### src/rtl/vga_bus_arbiter_pkg.sv
// Shared definitions for the VGA/system bus arbiter: FSM state encodings and
// the fixed index of the framebuffer fetcher.
package vga_bus_arbiter_pkg;

    typedef enum logic [1:0] {
        ARB_IDLE  = 2'd0,
        ARB_GRANT = 2'd1,
        ARB_TURN  = 2'd2
    } arb_state_e;

    localparam int VGA_MASTER = 0;

endpackage

### src/rtl/vga_bus_arbiter_if.sv
// Request/grant bundle between the bus masters and the arbiter.
interface vga_bus_arbiter_if #(
    parameter int NUM_MASTERS = 4,
    parameter int OWNER_W     = 2
);
    logic [NUM_MASTERS-1:0] req;
    logic                   bus_wait;
    logic [NUM_MASTERS-1:0] ack;
    logic [OWNER_W-1:0]     owner;
    logic                   owner_valid;
    logic                   timeout;

    modport master (output req, bus_wait, input ack, owner, owner_valid, timeout);
    modport slave  (input req, bus_wait, output ack, owner, owner_valid, timeout);
endinterface

### src/rtl/vga_bus_arbiter_rr_pick.sv
// Rotating-priority encoder over masters 1..N-1: first requester at or above
// i_rr_ptr, wrapping from N-1 back to 1.
module vga_bus_arbiter_rr_pick #(
    parameter int NUM_MASTERS = 4,
    parameter int OWNER_W     = 2
) (
    input  logic [NUM_MASTERS-1:1] i_req,
    input  logic [OWNER_W-1:0]     i_rr_ptr,
    output logic [OWNER_W-1:0]     o_winner,
    output logic                   o_found
);
    logic [OWNER_W-1:0] w_idx;

    always_comb begin
        o_winner = '0;
        o_found  = 1'b0;
        w_idx    = '0;
        for (int i = 0; i < NUM_MASTERS - 1; i++) begin
            // Offset keeps the modulo operand non-negative; i_rr_ptr lives in 1..N-1.
            w_idx = OWNER_W'(((int'(i_rr_ptr) + NUM_MASTERS - 2 + i) % (NUM_MASTERS - 1)) + 1);
            if (!o_found && i_req[w_idx]) begin
                o_found  = 1'b1;
                o_winner = w_idx;
            end
        end
    end
endmodule

### src/rtl/vga_bus_arbiter.sv
// System bus arbiter: master 0 (VGA fetch) has fairness-limited priority, the
// rest rotate; grants are registered, with a dead cycle and a hold watchdog.
module vga_bus_arbiter
    import vga_bus_arbiter_pkg::*;
#(
    parameter int NUM_MASTERS = 4,
    parameter int OWNER_W     = 2,
    parameter int FAIR_LIMIT  = 4,
    parameter int MAX_HOLD    = 64
) (
    input  logic                clk25MHz,
    input  logic                reset_L,
    vga_bus_arbiter_if.slave    bus
);
    localparam int FAIR_W = $clog2(FAIR_LIMIT + 1);
    localparam int HOLD_W = $clog2(MAX_HOLD) + 1;

    arb_state_e             r_state;
    logic [NUM_MASTERS-1:0] r_ack;
    logic [NUM_MASTERS-1:0] r_blocked;
    logic [OWNER_W-1:0]     r_owner;
    logic [OWNER_W-1:0]     r_rr_ptr;
    logic                   r_owner_valid;
    logic                   r_timeout;
    logic [FAIR_W-1:0]      r_fair_cnt;
    logic [HOLD_W-1:0]      r_hold_cnt;

    logic [NUM_MASTERS-1:0] w_elig;
    logic [OWNER_W-1:0]     w_rr_winner;
    logic [OWNER_W-1:0]     w_rr_next;
    logic [OWNER_W-1:0]     w_winner;
    logic                   w_rr_found;
    logic                   w_others;
    logic                   w_pick0;
    logic                   w_any;
    logic                   w_owner_req;
    logic                   w_trip;

    // Masters revoked by the watchdog stay out of arbitration until they drop req.
    assign w_elig      = bus.req & ~r_blocked;
    assign w_others    = |w_elig[NUM_MASTERS-1:1];
    assign w_pick0     = w_elig[VGA_MASTER] &&
                         ((r_fair_cnt < FAIR_W'(FAIR_LIMIT)) || !w_others);
    assign w_any       = w_pick0 || w_rr_found;
    assign w_winner    = w_pick0 ? OWNER_W'(VGA_MASTER) : w_rr_winner;
    assign w_rr_next   = (w_rr_winner == OWNER_W'(NUM_MASTERS - 1)) ? OWNER_W'(1)
                                                                     : w_rr_winner + OWNER_W'(1);
    assign w_owner_req = bus.req[r_owner];
    assign w_trip      = (r_hold_cnt == HOLD_W'(MAX_HOLD - 1)) && !bus.bus_wait;

    vga_bus_arbiter_rr_pick #(
        .NUM_MASTERS (NUM_MASTERS),
        .OWNER_W     (OWNER_W)
    ) u_rr_pick (
        .i_req    (w_elig[NUM_MASTERS-1:1]),
        .i_rr_ptr (r_rr_ptr),
        .o_winner (w_rr_winner),
        .o_found  (w_rr_found)
    );

    always_ff @(posedge clk25MHz or negedge reset_L) begin
        if (!reset_L) begin
            r_state       <= ARB_IDLE;
            r_ack         <= '0;
            r_blocked     <= '0;
            r_owner       <= '0;
            r_rr_ptr      <= OWNER_W'(1);
            r_owner_valid <= 1'b0;
            r_timeout     <= 1'b0;
            r_fair_cnt    <= '0;
            r_hold_cnt    <= '0;
        end else begin
            r_timeout <= 1'b0;
            r_blocked <= r_blocked & bus.req;
            case (r_state)
                ARB_IDLE: begin
                    if (w_any) begin
                        r_state       <= ARB_GRANT;
                        r_ack         <= NUM_MASTERS'(1) << w_winner;
                        r_owner       <= w_winner;
                        r_owner_valid <= 1'b1;
                        r_hold_cnt    <= '0;
                        if (w_pick0) begin
                            if (!w_others)
                                r_fair_cnt <= '0;
                            else if (r_fair_cnt != FAIR_W'(FAIR_LIMIT))
                                r_fair_cnt <= r_fair_cnt + FAIR_W'(1);
                        end else begin
                            r_fair_cnt <= '0;
                            r_rr_ptr   <= w_rr_next;
                        end
                    end
                end
                ARB_GRANT: begin
                    // A voluntary release wins over a watchdog trip on the same cycle.
                    if (!w_owner_req) begin
                        r_state       <= ARB_TURN;
                        r_ack         <= '0;
                        r_owner_valid <= 1'b0;
                    end else if (w_trip) begin
                        r_state       <= ARB_TURN;
                        r_ack         <= '0;
                        r_owner_valid <= 1'b0;
                        r_timeout     <= 1'b1;
                        r_blocked     <= (r_blocked & bus.req) | (NUM_MASTERS'(1) << r_owner);
                    end else if (!bus.bus_wait) begin
                        r_hold_cnt <= r_hold_cnt + HOLD_W'(1);
                    end
                end
                ARB_TURN: r_state <= ARB_IDLE;
                default:  r_state <= ARB_IDLE;
            endcase
        end
    end

    assign bus.ack         = r_ack;
    assign bus.owner       = r_owner;
    assign bus.owner_valid = r_owner_valid;
    assign bus.timeout     = r_timeout;
endmodule
### src/flat_wrapper.sv
// flat-port wrapper written by rule: the top's interface ports become plain ports
module vga_bus_arbiter_flat import vga_bus_arbiter_pkg::*;
#(
    parameter int NUM_MASTERS = 4,
    parameter int OWNER_W     = 2,
    parameter int FAIR_LIMIT  = 4,
    parameter int MAX_HOLD    = 64
)
  (clk25MHz, reset_L, bus_req, bus_bus_wait, bus_ack, bus_owner, bus_owner_valid, bus_timeout);
  vga_bus_arbiter_if #(.NUM_MASTERS(NUM_MASTERS), .OWNER_W(OWNER_W)) bus_i ();
  input  logic clk25MHz;
  input  logic reset_L;
  input wire logic [$bits(bus_i.req)-1:0] bus_req;
  input wire logic [$bits(bus_i.bus_wait)-1:0] bus_bus_wait;
  output wire logic [$bits(bus_i.ack)-1:0] bus_ack;
  output wire logic [$bits(bus_i.owner)-1:0] bus_owner;
  output wire logic [$bits(bus_i.owner_valid)-1:0] bus_owner_valid;
  output wire logic [$bits(bus_i.timeout)-1:0] bus_timeout;
  assign bus_i.req = bus_req;
  assign bus_i.bus_wait = bus_bus_wait;
  assign bus_ack = bus_i.ack;
  assign bus_owner = bus_i.owner;
  assign bus_owner_valid = bus_i.owner_valid;
  assign bus_timeout = bus_i.timeout;
  vga_bus_arbiter #(.NUM_MASTERS(NUM_MASTERS), .OWNER_W(OWNER_W), .FAIR_LIMIT(FAIR_LIMIT), .MAX_HOLD(MAX_HOLD)) u_core (.clk25MHz(clk25MHz), .reset_L(reset_L), .bus(bus_i));
endmodule
### config.mk
export PLATFORM = sky130hd
export DESIGN_NAME = vga_bus_arbiter_flat
export DESIGN_NICKNAME = d
export VERILOG_FILES = /design/src/rtl/vga_bus_arbiter_pkg.sv /design/src/rtl/vga_bus_arbiter_if.sv /design/src/rtl/vga_bus_arbiter_rr_pick.sv /design/src/rtl/vga_bus_arbiter.sv /design/src/flat_wrapper.sv
export SDC_FILE = /design/constraint.sdc
export NUM_CORES = 1
export LEC_CHECK = 0
export ABC_AREA = 1
export CAP_MARGIN = 40
export CORE_ASPECT_RATIO = 1.25
export CORE_UTILIZATION = 45
export CTS_CLUSTER_DIAMETER = 40
export DETAILED_ROUTE_END_ITERATION = 6
export GPL_TIMING_DRIVEN = 0
export PLACE_DENSITY = 0.69
export SKIP_LAST_GASP = 1
export SLEW_MARGIN = 5
export SYNTH_ARGS = -nofsm -noshare
export SYNTH_HDL_FRONTEND = slang
export SYNTH_SLANG_ARGS = --single-unit
### constraint.sdc
create_clock -name clk25MHz -period 3.4 [get_ports clk25MHz]
set_input_delay 0.34 -clock clk25MHz [delete_from_list [all_inputs] [get_ports clk25MHz]]
set_output_delay 0.34 -clock clk25MHz [all_outputs]
set_load 0.03 [all_outputs]
# After elaboration in Yosys (flattened, before gate mapping)
# Index checks and enable logic that the tools add are counted.
# W data, S select, Z words.
[totals]
ff_bits = 26
input_bits = 7
output_inout_bits = 8
wordCells = 105
[classes]
n_addsub = 10
div_mod_pow = 3
magnitude_cmp = 5
eq_ne = 10
n_shift = 2
n_mux = 42
bitwise_logic = 5
n_reduce_logical = 19
[op_table]
columns = ["cell", "count"]
rows = [
  ["$mod A32 B3 Y32 const B", 3],
  ["$add A32 B2 Y32 const B", 1],
  ["$add A32 B3 Y32 const B", 1],
  ["$sub A32 B3 Y32 const B", 1],
  ["$mux W7", 4],
  ["$mux W4", 6],
  ["$mux W2", 8],
  ["$pmux W7 S2", 1],
  ["$mux W1", 13],
  ["$lt A2 B3 Y1 const B", 4],
  ["$mux W3", 3],
  ["$ne A3 B3 Y1 const B", 3],
  ["$reduce_and A3 Y1", 3],
  ["$and A4 B4 Y4", 2],
  ["$bmux W1 S2", 4],
  ["$pmux W4 S2", 1],
  ["$shl A1 B2 Y4 const A", 2],
  ["$add A7 B1 Y7 const B", 1],
  ["$eq A7 B6 Y1 const B", 1],
  ["$add A2 B2 Y2 const B", 3],
  ["$reduce_and A5 Y1", 1],
  ["$add A2 B3 Y4 const B", 1],
  ["$logic_and A1 B1 Y1", 4],
  ["$logic_not A1 Y1", 4],
  ["other kinds (17)", 21],
]

# Longest topological paths before layout
[logic_depth]
depth_word = 17
mapped_depth = 13
depth_no_buf = 12

# Modules after synthesis
# From an unflattened synthesis, not the netlist that was laid out.
[unflattened]
hier_cells = 219
area_unflattened_um2 = 1620.3
[by_module_without_submodules]
columns = ["mod", "instances", "cells_per_inst", "area_each_um2", "seq_area_each_um2"]
rows = [
  ["vga_bus_arbiter", 1, 177, 1418.9, 651.9],
  ["vga_bus_arbiter_rr_pick", 1, 42, 201.4, 0.0],
]

# Least setup slack after synthesis
# Ideal clock, no wire load.
[synth_timing]
path_type = "register to register"
from = "register u_core.r_rr_ptr[0]"
to = "register u_core.r_rr_ptr[1]"
setup_ns = 0.077
t_arrival_ns = 1.851
setup_slack_ns = 1.471
stages_incl_launch_ff = 11
period_less_slack_ns = 1.929
cell_sequence = "dfstp_2 -> inv_1 -> ha_1 -> inv_1 -> nand3_2 -> nand2_2 -> nor2_1 -> nor2_1 -> nand2_1 -> ha_1 -> a21oi_1"
[synth_between]
elab_chain_len = 15
word_cells_on_any_way = 31
classes_between = "add/sub (8); div (3); eq/ne (1); mux (13); reduce/logical (6)"
[synth_rtl]
columns = ["element", "line_no", "source"]
rows = [
  ["start: declaration", "vga_bus_arbiter.sv:22", "logic [OWNER_W-1:0] r_rr_ptr;"],
  ["start signal: assignment", "vga_bus_arbiter.sv:90", "r_rr_ptr <= w_rr_next;"],
  ["$add A2 B3 Y4 *", "vga_bus_arbiter_rr_pick.sv:20", "w_idx = OWNER_W'(((int'(i_rr_ptr) + NUM_MASTERS - 2 + i) % (NUM_MASTERS - 1)) + 1);"],
  ["$sub A32 B3 Y32 *", "vga_bus_arbiter_rr_pick.sv:20", ""],
  ["branches (longest 13 deep; another with $add A32 B2 Y32)", "n/a", ""],
]
# Every way passes the cells marked *. The select of a mux whose other input is x is not followed.
# A chain may end at the register's enable or synchronous reset.

# Worst setup path after layout
# Same ends and word-level chain as after synthesis.

==> key figures <==
Floorplan
  – Core ar.: 0.00351 sq mm
  – Die W: 56.3 um
  – Die area: around 0.0039 sq mm
  – Row cnt: 24
  – Starting Density: 47.2%
  – Die H: around 70 um
  – Io pins: 15

Worst setup path
  – WP data required: 3.61 ns
  – Crit path kind: reg -> reg
  – Path depth of the worst reg2reg path: 10
  – Crit Path Max Fanout: 6
  – Worst setup startpoint: u_core.r_rr_ptr[0]
  – Critical path cell sequence: inv_1 > ha_1 > inv_1 > nand3_2 > nand2_2 > nor2_1 > nor2_1 > nand2_1 > ha_1 > a21oi_1
  – CP Capture Type: register
  – R2r setup slk: 1.21 ns
  – Reg-to-reg startpoint: u_core.r_rr_ptr[0]
  – Arrival time of the worst setup path: 2.39 ns
  – Slowest CP cell: dfstp_2
  – Crit path to: u_core.r_rr_ptr[1]
  – CP max stage delay: roughly 0.55 ns
  – Startpoint Class: register
  – RR Endpoint: u_core.r_rr_ptr[1]

CTS
  – Worst-path clk slew: ~0.090 ns
  – H-tree depth: 1
  – Num CTS Buffers: 3
  – Clock sink count: 26
  – CTS Hold Bufs: 0
  – CTS max path bufs: 2
  – Post_cts resized: 0
  – Worst-Skew Late Latency: 0.27 ns
  – TritonCTS clock tree: built
  – CTS Root Cell: clkbuf_8
  – Post-CTS Setup Bufs: 0

Synth
  – Sequential share of the synthesized area: about two fifths
  – YS warnings: 0
  – Syn Std Cell Area: between 0.0015 and 0.002 sq mm
  – Syn_nets: about 220
  – Gate Count Post-Synth: ~200
  – Synthesized area per cell: 8.13 sq um
  – Unique cell type count in the Yosys netlist: 28
  – Synthesized flop and latch total: 26

Pwr
  – Power, Total: 1.59 mW
  – Peak VDD IR: roughly 0.56 mV
  – Pwr/cell area: approximately 830 mW/mm^2
  – Leak: 0.938 nW

GRT
  – Met2 Usage GRT: between 30% and 40%
  – Congestion Overflow GR: 0
  – Met1 Track Usage GR: ~22%
  – Largest net degree at the start of global routing: 19
  – Total track usage: a little under a fifth
  – Initial antenna violation count: 0
  – Vias in the first global route: about 1,300
  – Met3 usage: between 2 and 2.5%
  – Global-route wire length before repair: 5.66 mm
  – Most Used Layer, Global Route: met2

Min path
  – Hold WC Path Type: in -> async

STA
  – Measured slew at the worst slew-check pin: between 0.5 and 0.6 ns
  – Finish-stage setup viols: 0
  – Max-slew headroom: between 60 and 70%
  – RSZ-0062 raised after global routing: no
  – Fin crit period: between 2 and 2.5 ns
  – Hold Vio Cnt, Final: 0
  – Setup WS post-layout: around 1.2 ns
  – Period utilization: about 64%
  – Post-Route Setup TNS: 0 ns
  – Worst Skew: roughly 0.0035 ns
  – Slew Limit Fails: 0
  – FMAX: roughly 0.46 GHz

Route
  – WL/cell: between 10 and 15 um
  – Total number of vias: around 1,300
  – DR iter-0 viols: 64
  – Via density per instance: approximately 5.1
  – Post-route ant nets: 0
  – Number of remaining DRC errors: 0
  – Drt pass-1 iters: 4
  – Routed WL: 3.07 mm

Placement
  – Hpwl dp: between 2 and 2.5 mm
  – GPL Wtd Cong: 0.821
  – Pre-CTS setup slack: around 1.3 ns
  – Post-DP Area: approximately 0.0019 sq mm
  – Placed insts: between 200 and 300
  – Port bufs: 14

Final layout
  – Ratio of cells with drive above 1 in the final layout: about a fifth
  – Non-Filler Instances: 262
  – Commonest cells after routing, fill and taps aside: 46 x nand2_1, 25 x inv_1, 25 x dfrtp_1
  – Register area: between 600 and 700 sq um
  – Most common cell after layout, fill and taps aside: nand2_1
  – Number of nets in the layout: around 240
  – Multi-input gate area: 886 sq um
  – Post-route cell area: around 0.0019 sq mm
  – # diodes: 0
  – Number of fill cells: 336
  – Area Overhead vs Synth: 15.6%

Run status
  – Outcome: finished, final reports clean

Run
  – Maxcap violations: 0
[registers in the layout, summed over array words and instances, names as in the netlist]
signal / flops
u_core.r_rr_ptr: 2
u_core.r_fair_cnt: 3
u_core.bus.timeout: 1
u_core.r_blocked: 4
u_core.bus.owner: 2
u_core.bus.ack: 4
u_core.r_state: 2
u_core.bus.owner_valid: 1
u_core.r_hold_cnt: 7
[metrics by stage]
stage	hold WS [ns]	util (%)
floorplan	0.0444	-
global placement	0.467	52.6
detailed placement	0.472	53.0
CTS	0.397	54.6
global route	0.417	54.6
finish	0.396	54.6
[layout make-up]
| cell class | instances | area share [%] |
|---|---|---|
| repair buffers | 15 | 8.09 |
| multi-input cells | 150 | 46.2 |
| plain buffers | 1 | 1.04 |
| well taps | 39 | 2.54 |
| clock buffers | 4 | 2.87 |
| flip-flops and latches | 26 | 34.0 |
| inverters | 27 | 5.28 |
[cell usage after synthesis (all sizes together)]
cell type,n,area [sq um]
a21oi,6,45.1
a22o,1,10.0
a32o,2,20.0
buf,1,20.0
dfrtp,25,626
dfstp,1,26.3
ha,7,87.6
inv,27,101
nand2,61,287
nand3,24,153
nand3b,2,15.0
nand4,6,37.5
nor2,21,101
o21ai,16,103
o22ai,1,6.26
or2,2,12.5
xor2,1,8.76
[cells by family (layout without fill, tap and decap cells)]
kind of cell               Yosys count  count (layout)  share of synthesized area, %
AOI/OAI and AO/OA                   26              26                          11.1
xor gates and xnor gates             1               1                         0.528
adders and majority gates            7               7                          5.28
buffers and inverters               28              47                          7.32
DFF                                 26              26                          39.3
and+or+nand+nor                    116             116                          36.5
[critical path, delay by kind of cell, from the launching register on]
family,cells,cell delay (ns)
adders and majority gates,2,0.68
AOI/OAI and AO/OA,1,0.12
and+or+nand+nor,5,0.52
buffers and inverters,2,0.25
DFF,1,0.55
[how the worst min path moves through the flow]
stage,slack (ns),from,depth (start not counted),to
after global placement,0.47,u_core.bus.owner_valid,2,u_core.bus.owner_valid
after global routing,0.42,reset_L,1,u_core.r_blocked[2]
after detailed placement,0.47,u_core.bus.owner_valid,2,u_core.bus.owner_valid
after CTS,0.40,reset_L,1,u_core.r_blocked[2]
after floorplan,0.04,reset_L,0,u_core.bus.ack[0]
final,0.40,reset_L,1,u_core.bus.ack[1]
[routing by layer]
layer	wire (um)	vias up
met5	0	-
met4	104	0
met3	86	9
met2	1460	28
met1	1430	588
li1	-	700
[where the power goes]
group          total [mW]  switching [mW]  internal (mW)
Clock               0.201          0.0976          0.104
Combinational       0.931           0.598          0.333
Sequential          0.455          0.0621          0.393
Total                1.59           0.757          0.830
Note: power is estimated with default switching activity, not from simulation.
